### config.mk
export PLATFORM = sky130hd
export DESIGN_NAME = regfile_port_ctrl
export DESIGN_NICKNAME = d
export VERILOG_FILES = /design/src/rtl/regfile_port_ctrl.sv
export SDC_FILE = /design/constraint.sdc
export NUM_CORES = 1
export LEC_CHECK = 0
export ABC_AREA = 1
export BUFFER_PORTS_ARGS = -buffer_cell sky130_fd_sc_hd__buf_2
export CAP_MARGIN = 20
export CORE_ASPECT_RATIO = 0.9
export CORE_MARGIN = 2
export CORE_UTILIZATION = 40
export DETAILED_ROUTE_END_ITERATION = 8
export GPL_TIMING_DRIVEN = 1
export HOLD_SLACK_MARGIN = 0.08
export PLACE_DENSITY_LB_ADDON = 0.08
export SETUP_SLACK_MARGIN = 0.1
export SYNTH_ARGS = -nofsm -noshare
export SYNTH_HDL_FRONTEND = slang
export SYNTH_SLANG_ARGS = --single-unit
### constraint.sdc
create_clock -name clk -period 4 [get_ports clk]
set_clock_uncertainty 0.15 [all_clocks]
set_input_delay 0.6 -clock clk [delete_from_list [all_inputs] [get_ports clk]]
set_output_delay 0.6 -clock clk [all_outputs]
set_load 0.005 [all_outputs]
### src/rtl/regfile_port_ctrl.sv
// Port-1 owner for the 16x16 register file: queued writeback drains plus coherent reads.
// Optional macro RF_FWD_EN: forward queued write data to reads instead of stalling them.
module regfile_port_ctrl #(
  parameter int DEPTH = 4
) (
  input  logic        clk,
  input  logic        rst_n,
  input  logic        wq_valid,
  output logic        wq_ready,
  input  logic [3:0]  wq_addr,
  input  logic [15:0] wq_data,
  output logic        wq_empty,
  input  logic        rd_valid,
  output logic        rd_ready,
  input  logic [3:0]  rd_addr,
  output logic        rd_resp_valid,
  output logic [15:0] rd_data,
  output logic [3:0]  rf_rwa1,
  output logic        rf_we,
  output logic [15:0] rf_wd,
  input  logic [15:0] rf_rd1
);

  localparam int PW = $clog2(DEPTH);
  localparam int CW = $clog2(DEPTH) + 1;

  typedef enum logic [1:0] {
    GRANT_IDLE  = 2'd0,
    GRANT_READ  = 2'd1,
    GRANT_DRAIN = 2'd2
  } grant_t;

  logic [3:0]    addr_mem_r [DEPTH];
  logic [15:0]   data_mem_r [DEPTH];
  logic [PW-1:0] head_r;
  logic [PW-1:0] tail_r;
  logic [CW-1:0] count_r;
  logic          rd_resp_valid_r;
  logic [15:0]   rd_data_r;

  logic          full_s;
  logic          empty_s;
  logic          match_s;
  logic          read_ok_s;
  logic          push_s;
  logic          pop_s;
  logic [15:0]   resp_data_s;
  grant_t        grant_s;
`ifdef RF_FWD_EN
  logic [15:0]   fwd_data_s;
`endif

  assign full_s   = (count_r == CW'(DEPTH));
  assign empty_s  = (count_r == {CW{1'b0}});
  assign wq_ready = ~full_s;
  assign wq_empty = empty_s;
  assign push_s   = wq_valid & ~full_s;
  assign pop_s    = (grant_s == GRANT_DRAIN);

  // Hazard scan over live entries, oldest to newest, so the newest match wins
  always_comb begin
    match_s = 1'b0;
`ifdef RF_FWD_EN
    fwd_data_s = 16'h0000;
`endif
    for (int i = 0; i < DEPTH; i++) begin
      match_s = match_s |
                ((CW'(i) < count_r) && (addr_mem_r[head_r + PW'(i)] == rd_addr));
`ifdef RF_FWD_EN
      fwd_data_s = ((CW'(i) < count_r) && (addr_mem_r[head_r + PW'(i)] == rd_addr)) ?
                   data_mem_r[head_r + PW'(i)] : fwd_data_s;
`endif
    end
  end

`ifdef RF_FWD_EN
  assign read_ok_s   = 1'b1;
  assign resp_data_s = match_s ? fwd_data_s : rf_rd1;
`else
  assign read_ok_s   = ~match_s;
  assign resp_data_s = rf_rd1;
`endif

  // Port-1 arbitration: a full queue always drains so reads cannot starve writes
  always_comb begin
    grant_s = GRANT_IDLE;
    if (!rst_n) begin
      grant_s = GRANT_IDLE;
    end else if (full_s) begin
      grant_s = GRANT_DRAIN;
    end else if (rd_valid && read_ok_s) begin
      grant_s = GRANT_READ;
    end else if (!empty_s) begin
      grant_s = GRANT_DRAIN;
    end else begin
      grant_s = GRANT_IDLE;
    end
  end

  // Register-file port drive for the granted operation
  always_comb begin
    rd_ready = 1'b0;
    rf_we    = 1'b0;
    rf_rwa1  = 4'h0;
    rf_wd    = 16'h0000;
    case (grant_s)
      GRANT_READ: begin
        rd_ready = 1'b1;
        rf_rwa1  = rd_addr;
      end
      GRANT_DRAIN: begin
        rf_we   = 1'b1;
        rf_rwa1 = addr_mem_r[head_r];
        rf_wd   = data_mem_r[head_r];
      end
      default: begin
        rd_ready = 1'b0;
        rf_we    = 1'b0;
      end
    endcase
  end

  // Queue storage
  always_ff @(posedge clk or negedge rst_n) begin
    if (!rst_n) begin
      for (int i = 0; i < DEPTH; i++) begin
        addr_mem_r[i] <= 4'h0;
        data_mem_r[i] <= 16'h0000;
      end
    end else if (push_s) begin
      addr_mem_r[tail_r] <= wq_addr;
      data_mem_r[tail_r] <= wq_data;
    end
  end

  // Pointers and occupancy; pointers wrap naturally since DEPTH is a power of two
  always_ff @(posedge clk or negedge rst_n) begin
    if (!rst_n) begin
      head_r  <= {PW{1'b0}};
      tail_r  <= {PW{1'b0}};
      count_r <= {CW{1'b0}};
    end else begin
      if (push_s) begin
        tail_r <= tail_r + PW'(1);
      end
      if (pop_s) begin
        head_r <= head_r + PW'(1);
      end
      case ({push_s, pop_s})
        2'b10:   count_r <= count_r + CW'(1);
        2'b01:   count_r <= count_r - CW'(1);
        default: count_r <= count_r;
      endcase
    end
  end

  // Registered read response
  always_ff @(posedge clk or negedge rst_n) begin
    if (!rst_n) begin
      rd_resp_valid_r <= 1'b0;
      rd_data_r       <= 16'h0000;
    end else if (grant_s == GRANT_READ) begin
      rd_resp_valid_r <= 1'b1;
      rd_data_r       <= resp_data_s;
    end else begin
      rd_resp_valid_r <= 1'b0;
    end
  end

  assign rd_resp_valid = rd_resp_valid_r;
  assign rd_data       = rd_data_r;

endmodule

==> results.py <==
metrics = {
    "power_and_ir_drop": {
        "power_density_mw_per_mm2": 823,
        "p_total_mw": 5.10,
        "pwr-share-seq": 0.370,
        "p_int_mw": 2.90,
        "ir_drop_mv": 0.337,
        "p_leak_nw": 3.13,
        "clkPwrFrac": 0.168,
        "p_sw_frac": 0.430,
        "combPwrFrac": 0.462,
        "p_switching_mw": 2.19,
    },
    "run": {
        "maxCapViolCount": 0,
    },
    "die": {
        "die_h_microns": 113,
        "ios": 85,
        "die_area_sq_mm": 0.0142,
        "die_x_microns": 125,
        "rows": 39,
        "start_util": 0.414,
        "core_area_sq_mm": 0.0128,
    },
    "cts": {
        "cts_tree": "done",
        "cts_root_buffer": "clkbuf_16",
        "cts_buffers": 9,
        "clock_latency_ns": 0.36,
        "clk_pin_slew_ns": 0.07,
        "clockBufferDepth": 2,
        "htree_levels": 3,
        "cts.sinks": 104,
    },
    "detailed_routing": {
        "wl_per_cell_microns": 15.2,
        "firstDrtPassIters": 4,
        "route.vias.total": 4414,
        "drc_errors": 0,
        "wl_microns": 13400,
        "ant_nets": 0,
        "initialDrtViolationCount": 276,
        "vias_per_cell": 5.02,
    },
    "place": {
        "io_buffers": 84,
        "place_congestion": 0.861,
        "dpl.hpwl_microns": 8740,
    },
    "setup_path": {
        "cp-end-kind": "output pin",
        "arrival_ns": 2.96,
        "crit_type": "register to output pin",
        "start_kind": "register",
        "crit_fanout": 18,
        "crit_required_ns": 3.25,
    },
    "synth": {
        "ys_async_sr_fraction": 1.00,
        "synthesis.area_sq_mm": 0.00529,
        "ys_seq_area_frac": 0.492,
        "synth_area_leaders": "dfrtp_1 (49%), nand2_1 (13%), o21ai_0 (8.1%)",
        "ys_warn_count": 0,
        "synth_area_per_cell_sq_um": 8.37,
        "synth_ff_type": "dfrtp_1",
        "synth_top_area_cell": "dfrtp_1",
        "syn_nets": 686,
        "synthDistinctLibCells": 28,
        "syn_inst": 632,
        "ys_ff_latch": 104,
        "yosysMostFrequentCell": "nand2_1",
        "synth_edf_count": 0,
        "synth_common_cells": "nand2_1 (186), dfrtp_1 (104), o21ai_0 (86)",
        "yosysTopAreaCellShare": 0.492,
    },
    "timing": {
        "hold_slack_ns": 0.321,
        "slew_violations": 0,
        "fin_setup_tns_ns": 0,
        "period_needed_ns": 3.71,
        "tightest_slew_ns": 0.924,
        "fin_crit_sh": 0.927,
        "timing.fmax_mhz": 270,
        "rsz0062_at_grt": "no",
        "slew_headroom": 0.384,
        "finalSetupViolations": 0,
        "hold_viol": 0,
    },
    "finish": {
        "drive_gt1_frac": 0.231,
        "n_fill_cell": 1210,
        "diodes": 0,
        "ff_latch_area_sq_mm": 0.00261,
        "multiInputGateArea_sq_mm": 0.00234,
        "area_delta_synth_final_pct": 17.2,
        "fin_nets": 764,
    },
    "run_status": {
        "status": "finished clean",
    },
    "global_routing": {
        "grt_use_total": 0.199,
        "grt_pass1_wl_microns": 22400,
        "grt_remaining_overflow": 0,
        "grt_max_degree": 74,
        "antenna_found_initial": 0,
        "grt_pass1_vias": 4420,
    },
    "hold_path": {
        "worstHoldPathType": "input pin to register",
    },
}
[sequential cells by signal, summed over array words and instances (netlist names)]
name	flops
addr_mem_r	16
count_r	3
data_mem_r	64
head_r	2
rd_data	16
rd_resp_valid	1
tail_r	2
[layer usage]
layer	track usage	vias up	part of all wire	wire length [microns]
met3	0.0449	12	0.041	549
met2	0.316	95	0.45	6020
met1	0.274	2074	0.50	6660
met5	0	-	0	0
li1	-	2233	-	-
met4	0.0630	0	0.012	164
[area by class of cell]
type | instances | area share
Multi-Input combinational cell | 446 | 0.378
Timing Repair Buffer | 99 | 0.0887
Inverter | 49 | 0.0321
Sequential cell | 104 | 0.420
Clock inverter | 6 | 0.00788
Timing Repair inverter | 1 | 0.00141
Tap cell | 164 | 0.0331
Clock buffer | 10 | 0.0386
[cells by family (layout without fill, tap and decap cells)]
group / count (synthesis) / after routing / synth area share
adders and majority gates: 10 / 10 / 0.0237
DFF: 104 / 104 / 0.492
AOI/OAI and AO/OA: 124 / 124 / 0.129
xor gates and xnor gates: 6 / 6 / 0.00994
muxes: 16 / 16 / 0.0341
buffers and inverters: 82 / 165 / 0.0731
and+or+nand+nor: 290 / 290 / 0.238
[through the flow]
stage / instances / util / setup slack, ns / instance area (sq um)
CTS: 875 / 0.478 / 0.100 / 6110
floorplan: 632 / - / 0.914 / 5290
finish: 879 / 0.485 / 0.294 / 6200
global route: 879 / 0.485 / 0.110 / 6200
detailed placement: 858 / 0.454 / 0.481 / 5810
global placement: 858 / 0.454 / 0.520 / 5810
[worst max-delay path: stages (launching register included)]
cell	delay, ns
dfrtp_2	0.50
buf_4	0.17
buf_4	0.12
nand2_1	0.09
nand2_4	0.11
nand2_1	0.11
nand2_1	0.06
nand2_1	0.05
nand2_1	0.05
nor2_1	0.14
nand3_1	0.09
nand2_1	0.06
inv_1	0.04
nand3_1	0.09
nand2_2	0.06
inv_2	0.04
ha_1	0.17
clkinv_1	0.09
buf_6	0.18
a31oi_1	0.19
buf_2	0.15
[worst paths after layout]
kind	from	endpoint	slack [ns]	depth (start not counted)
setup / recovery	head_r[0]	rf_wd[15]	0.29	20
hold / removal	rf_rd1[12]	rd_data[12]	0.32	2
setup reg to reg	head_r[0]	count_r[2]	0.85	20
hold reg to reg	data_mem_r[42]	data_mem_r[42]	0.34	2
max in group asynchronous	rst_n	head_r[1]	1.66	4
min in group asynchronous	rst_n	rd_data[3]	0.47	2
[cells in the final DEF (no fill, tap or decap), drive strengths merged, types with 5 or more instances in the layout]
cell and instances:
nand2 204, dfrtp 104, buf 98, o21ai 86
nand3 66, inv 51, nor2 18, a22oi 16
mux2 16, a31oi 16, ha 10, clkbuf 10
a21oi 5
[power by group through the flow]
stage	combinational (mW)	sequential, mW	clock [mW]
after global routing	2.70	1.96	0.933
after CTS	2.31	1.88	0.886
after global placement	2.25	1.88	0
after detailed placement	2.30	1.89	0
after floorplan	1.73	1.80	0
final	2.36	1.89	0.855
[timing repair]
action                                  4_1_cts  5_1_grt
hold buffers                                  1        0
gates resized for setup                       1       12
endpoints found under the setup margin        4       21
gates cloned                                  0        1
setup buffers                                 0        3
hold endpoints to repair                      4        0
Power figures use the tool's default switching activity.
